==> src/rtl/fifo_pkg.sv <==
// Shared FIFO helpers: pointer width, Gray/binary conversion and skid-buffer state encoding.
package fifo_pkg;

  // Widest pointer the conversion helpers handle; narrower pointers are zero-extended.
  localparam int unsigned MaxPtrWidth = 32;

  typedef enum logic [1:0] {
    StEmpty,
    StOne,
    StTwo
  } skid_state_e;

  // Pointers carry one extra wrap bit above the memory address bits.
  function automatic int unsigned ptr_width(input int unsigned addr_width);
    return addr_width + 1;
  endfunction

  function automatic logic [MaxPtrWidth-1:0] bin2gray(input logic [MaxPtrWidth-1:0] bin);
    return bin ^ (bin >> 1);
  endfunction

  // Zero-extended inputs decode correctly because leading zeros stay zero.
  function automatic logic [MaxPtrWidth-1:0] gray2bin(input logic [MaxPtrWidth-1:0] gray);
    logic [MaxPtrWidth-1:0] bin;
    bin[MaxPtrWidth-1] = gray[MaxPtrWidth-1];
    for (int i = MaxPtrWidth - 2; i >= 0; i--) begin
      bin[i] = bin[i+1] ^ gray[i];
    end
    return bin;
  endfunction

endpackage

==> src/rtl/fifo_skid_buffer.sv <==
// Two-entry FIFO output buffer; entry0 is always the oldest word.
module fifo_skid_buffer
  import fifo_pkg::*;
#(
  parameter int unsigned DataWidth = 64
) (
  input  logic                 clk_i,
  input  logic                 rst_i,
  input  logic                 push_i,
  input  logic [DataWidth-1:0] push_data_i,
  input  logic                 pop_i,
  output logic [1:0]           count_o,
  output logic [DataWidth-1:0] head_o
);

  skid_state_e          state_q, state_d;
  logic [DataWidth-1:0] entry0_q, entry0_d;
  logic [DataWidth-1:0] entry1_q, entry1_d;

  // State register.
  always_ff @(posedge clk_i or posedge rst_i) begin
    if (rst_i) begin
      state_q <= StEmpty;
    end else begin
      state_q <= state_d;
    end
  end

  // Entry storage; cleared on reset so the head reads zero.
  always_ff @(posedge clk_i or posedge rst_i) begin
    if (rst_i) begin
      entry0_q <= '0;
      entry1_q <= '0;
    end else begin
      entry0_q <= entry0_d;
      entry1_q <= entry1_d;
    end
  end

  // Next state and entry updates; pops against an empty buffer are ignored.
  always_comb begin
    state_d  = state_q;
    entry0_d = entry0_q;
    entry1_d = entry1_q;
    unique case (state_q)
      StEmpty: begin
        if (push_i) begin
          state_d  = StOne;
          entry0_d = push_data_i;
        end
      end
      StOne: begin
        if (push_i && pop_i) begin
          entry0_d = push_data_i;
        end else if (push_i) begin
          state_d  = StTwo;
          entry1_d = push_data_i;
        end else if (pop_i) begin
          state_d = StEmpty;
        end
      end
      StTwo: begin
        if (pop_i) begin
          entry0_d = entry1_q;
          if (push_i) begin
            entry1_d = push_data_i;
          end else begin
            state_d = StOne;
          end
        end
      end
      default: state_d = StEmpty;
    endcase
  end

  // Outputs decoded from state.
  always_comb begin
    head_o = entry0_q;
    unique case (state_q)
      StOne:   count_o = 2'd1;
      StTwo:   count_o = 2'd2;
      default: count_o = 2'd0;
    endcase
  end

  // The issue logic upstream must never push into a full buffer without a pop.
  overflow_chk: assert property (@(posedge clk_i) disable iff (rst_i)
    !(state_q == StTwo && push_i && !pop_i));

endmodule

==> src/rtl/fifo_rd_prefetch.sv <==
// FIFO read side: prefetches from a registered-read memory into a 2-entry valid/ready buffer.
module fifo_rd_prefetch
  import fifo_pkg::*;
#(
  parameter int unsigned AddressWidth = 4,
  parameter int unsigned DataWidth    = 64,
  localparam int unsigned PtrWidth    = ptr_width(AddressWidth)
) (
  input  logic                    rd_clk,
  input  logic                    rd_rst,
  input  logic [PtrWidth-1:0]     wr_ptr_gray_sync,
  output logic [PtrWidth-1:0]     rd_ptr_gray,
  output logic                    mem_rd_req,
  output logic [AddressWidth-1:0] mem_rd_addr,
  input  logic [DataWidth-1:0]    mem_rd_data,
  output logic                    m_valid,
  input  logic                    m_ready,
  output logic [DataWidth-1:0]    m_data
);

  logic [PtrWidth-1:0]    rd_bin_q, rd_bin_d;
  logic [PtrWidth-1:0]    rd_gray_q, rd_gray_d;
  logic [PtrWidth-1:0]    wr_bin;
  logic [MaxPtrWidth-1:0] wr_bin_full, rd_gray_full;
  logic                   inflight_q;
  logic                   mem_avail, pop, issue;
  logic [1:0]             count;
  logic [2:0]             occupancy;
  logic                   unused_conv_bits;

  // Pointer conversion through the shared package helpers.
  always_comb begin
    wr_bin_full  = gray2bin(MaxPtrWidth'(wr_ptr_gray_sync));
    wr_bin       = wr_bin_full[PtrWidth-1:0];
    rd_gray_full = bin2gray(MaxPtrWidth'(rd_bin_d));
    rd_gray_d    = rd_gray_full[PtrWidth-1:0];
  end

  assign unused_conv_bits = ^{wr_bin_full[MaxPtrWidth-1:PtrWidth],
                              rd_gray_full[MaxPtrWidth-1:PtrWidth]};

  // Issue a read only when the word it fetches is guaranteed a buffer slot.
  always_comb begin
    mem_avail = (rd_bin_q != wr_bin);
    pop       = m_valid && m_ready;
    // pop implies count >= 1, so this never underflows.
    occupancy = {1'b0, count} + {2'b00, inflight_q} - {2'b00, pop};
    issue     = mem_avail && (occupancy < 3'd2);
    rd_bin_d  = issue ? rd_bin_q + PtrWidth'(1) : rd_bin_q;
  end

  // Read pointer, exported Gray pointer and in-flight flag.
  always_ff @(posedge rd_clk or posedge rd_rst) begin
    if (rd_rst) begin
      rd_bin_q   <= '0;
      rd_gray_q  <= '0;
      inflight_q <= 1'b0;
    end else begin
      rd_bin_q   <= rd_bin_d;
      rd_gray_q  <= rd_gray_d;
      inflight_q <= issue;
    end
  end

  // Memory request and consumer-facing outputs.
  always_comb begin
    mem_rd_req  = issue && !rd_rst;
    mem_rd_addr = rd_bin_q[AddressWidth-1:0];
    rd_ptr_gray = rd_gray_q;
    m_valid     = (count != 2'd0);
  end

  // Memory data returns the cycle after the request and lands in the buffer.
  fifo_skid_buffer #(
    .DataWidth (DataWidth)
  ) u_skid (
    .clk_i       (rd_clk),
    .rst_i       (rd_rst),
    .push_i      (inflight_q),
    .push_data_i (mem_rd_data),
    .pop_i       (pop),
    .count_o     (count),
    .head_o      (m_data)
  );

endmodule

==> config.mk <==
export PLATFORM = sky130hd
export DESIGN_NAME = fifo_rd_prefetch
export DESIGN_NICKNAME = d
export VERILOG_FILES = /design/src/rtl/fifo_pkg.sv /design/src/rtl/fifo_skid_buffer.sv /design/src/rtl/fifo_rd_prefetch.sv
export SDC_FILE = /design/constraint.sdc
export NUM_CORES = 1
export LEC_CHECK = 0
export BUFFER_PORTS_ARGS = -buffer_cell sky130_fd_sc_hd__buf_2
export CAP_MARGIN = 5
export CORE_MARGIN = 2
export CORE_UTILIZATION = 45
export CTS_CLUSTER_DIAMETER = 150
export DETAILED_ROUTE_END_ITERATION = 8
export GPL_ROUTABILITY_DRIVEN = 0
export PLACE_DENSITY = 0.75
export SETUP_SLACK_MARGIN = 0.1
export SYNTH_ARGS = -nofsm -noshare
export SYNTH_HDL_FRONTEND = slang
export SYNTH_HIERARCHICAL = 1
export SYNTH_SLANG_ARGS = --single-unit
==> constraint.sdc <==
create_clock -name rd_clk -period 11.9 [get_ports rd_clk]
set_clock_uncertainty 0.1 [all_clocks]
set_input_delay 0.595 -clock rd_clk [delete_from_list [all_inputs] [get_ports rd_clk]]
set_output_delay 0.595 -clock rd_clk [all_outputs]
set_load 0.05 [all_outputs]
==> impl_metrics.toml <==
[worst_setup_path]
critPathKind = "flop to primary output"
reg2reg_slack_ns = 7.90
arrival_ns = 4.22
start_kind = "flop"
r2r_cells = 8
critPathCapture = "mem_rd_req"
cp_max_fo = 44
endpoint_kind = "primary output"
timing.rr.end = "u_skid/head_o[11]"
required_ns = 11.21
r2r-start = "u_skid/state_q[0]"
crit_path_start = "u_skid/state_q[0]"

[run]
drv_cap = 0

[final_layout]
drive_gt1_share_pct = 63.8
seq_area_sq_mm = 0.00350
fill_cells = 1164
antennaDiodeCount = 0
multi_input_area_sq_mm = 0.00286
fin_cells = 764
nNetsFinal = 642
area_delta_synth_final_pct = 21.7

[status]
status = "completed"

[synthesis]
yosys-top-cells-area = "dfrtp_1 (53%), mux2_2 (24%), mux2_4 (8.9%)"
synth_top_cell_area_share_pct = 53.3
syn_inst = 422
synth-main-ff-cell = "dfrtp_1"
syn-num-nets = 497
synth_common_cells = "dfrtp_1 (140), mux2_2 (140), mux2_4 (39)"
yosys_warnings = 6
syn-cell-area_sq_mm = 0.00658
yosysSeqAreaShare_pct = 53.3
synth.distinct_cells = 39
ys_ff_latch = 140
yosys.area.top_type = "dfrtp_1"
synth-edff-count = 0
syn_area_per_cell_sq_um = 15.6
synthArstFlopShare_pct = 100

[cts]
holdBufCountCts = 0
clk_latency_ns = 0.41
post_cts_buffers = 0
cts_max_level = 4
clkSlewWorstSetupHoldPaths_ns = 0.06
cts_resized = 0
cts_buffer_depth = 2
cts_tree = "built"
cts_sinks = 140
numCtsBuffers = 17
root_buffer = "clkbuf_16"

[sta]
hold_ws_ns = 0.116
rsz0062_at_grt = "false"
period_share_pct = 41.3
max_freq_mhz = 204
hold_viol = 0
setup_viol = 0
final.setup.tns_ns = 0
period_needed_ns = 4.91
drv_slew = 0
relSlewSlack_pct = 36.4
worstMarginPinSlew_ns = 0.953

[routing]
vias = 3848
drc_errors = 0
drt-total-wl_mm = 12.2
wl_met2_mm = 5.99
vias_per_cell = 5.04
routed.top_layer = "met4"
wl_met3_um = 568
ant_nets = 0
wl_met1_mm = 5.38
first_pass_iters = 4
drtIter0Drc = 105
routedWlPerCell_um = 15.9

[placement]
port_buffers = 146
dp_cells = 732
post-dp-hpwl_mm = 8.19

[grt]
antenna_found_initial = 0
grt_pass1_vias = 4074
overflow = 0
grt_pass1_wl_mm = 20.4
grt_max_degree = 77
grt_use_total_pct = 16.4

[floorplan]
initial_utilization_pct = 45.6
die_x_um = 125
die_h_um = 125
die-area_sq_mm = 0.0156
ios = 147
rows = 44
core_area_sq_mm = 0.0144

[worst_hold_path]
hp-class = "primary input to async pin"
==> metrics by stage <==
| step | util, % | cell area (sq um) | setup slack (ns) |
|---|---|---|---|
| after floorplan | - | 6580 | 7.74 |
| after global routing | 55.5 | 8000 | 6.71 |
| after detailed placement | 51.1 | 7370 | 7.38 |
| after global placement | 51.1 | 7370 | 7.54 |
| final | 55.5 | 8000 | 6.99 |
| after CTS | 55.5 | 8000 | 6.91 |
==> kinds of logic (layout without fill, tap and decap cells) <==
logic type	count (synthesis)	in the layout	share of synthesized area, %
mux	197	197	35.9
buf+inv	29	187	3.29
flops	140	140	53.3
compound gates	14	14	2.19
fa+ha+maj	3	3	0.685
simple gates	23	23	2.21
xor+xnor	16	16	2.45
==> state kept, by name, summed over array words and instances (netlist names) <==
register and cells:
u_skid/state_q 2, inflight_q 1, u_skid/entry1_q 64, rd_ptr_gray 4
rd_bin_q 5, u_skid/head_o 64
==> layout by cell type (no fill, tap or decap), drive strengths merged, types with 2 or more instances in the layout <==
master,count
a21oi,5
and2,4
buf,150
bufinv,3
clkbuf,18
clkinv,3
clkinvlp,4
dfrtp,140
ha,2
inv,9
mux2,193
mux2i,4
nand2,3
nand2b,2
nand4,2
nor2b,3
nor3b,2
o21ai,2
o2bb2ai,2
xnor2,7
xor2,8
==> worst min path at each step <==
| stage | startpoint | to | slack [ns] | cells after the start |
|---|---|---|---|---|
| after floorplan | rd_rst | inflight_q | 0.34 | 1 |
| after CTS | rd_rst | inflight_q | 0.1 | 2 |
| after detailed placement | u_skid/entry1_q[45] | u_skid/entry1_q[45] | 0.38 | 1 |
| final | rd_rst | rd_ptr_gray[1] | 0.12 | 2 |
| after global routing | rd_rst | rd_ptr_gray[1] | 0.12 | 2 |
| after global placement | u_skid/entry1_q[45] | u_skid/entry1_q[45] | 0.37 | 1 |
==> layer usage <==
metal / GRT usage [%] / vias to the layer above
met4: 7.06 / 0
met3: 3.82 / 14
li1: - / 1805
met1: 20.9 / 1937
met5: 0 / -
met2: 27.0 / 92
==> area by class of cell <==
| class | instances | share of cell area [%] |
|---|---|---|
| flip-flops and latches | 140 | 43.8 |
| multi-input cells | 253 | 35.7 |
| repair buffers | 150 | 9.51 |
| clock buffers | 18 | 5.49 |
| well taps | 184 | 2.88 |
| clock inverters | 14 | 2.33 |
| inverters | 5 | 0.297 |
==> worst max-delay path, stage by stage, from the launching register on <==
cell and delay [ns]:
dfrtp_1 0.45, nand2b_1 0.23, inv_4 0.59, or2_2 0.24, and2_1 0.34, ha_1 0.29, nand2b_1 0.15, fa_1 0.39
xnor2_1 0.15, and2_1 0.18, a21boi_4 0.33, and2_1 0.18, buf_2 0.26
Power is left out: the tool's default activity adds up to more than one toggle a clock period on the data nets, which glitch-free logic cannot reach.
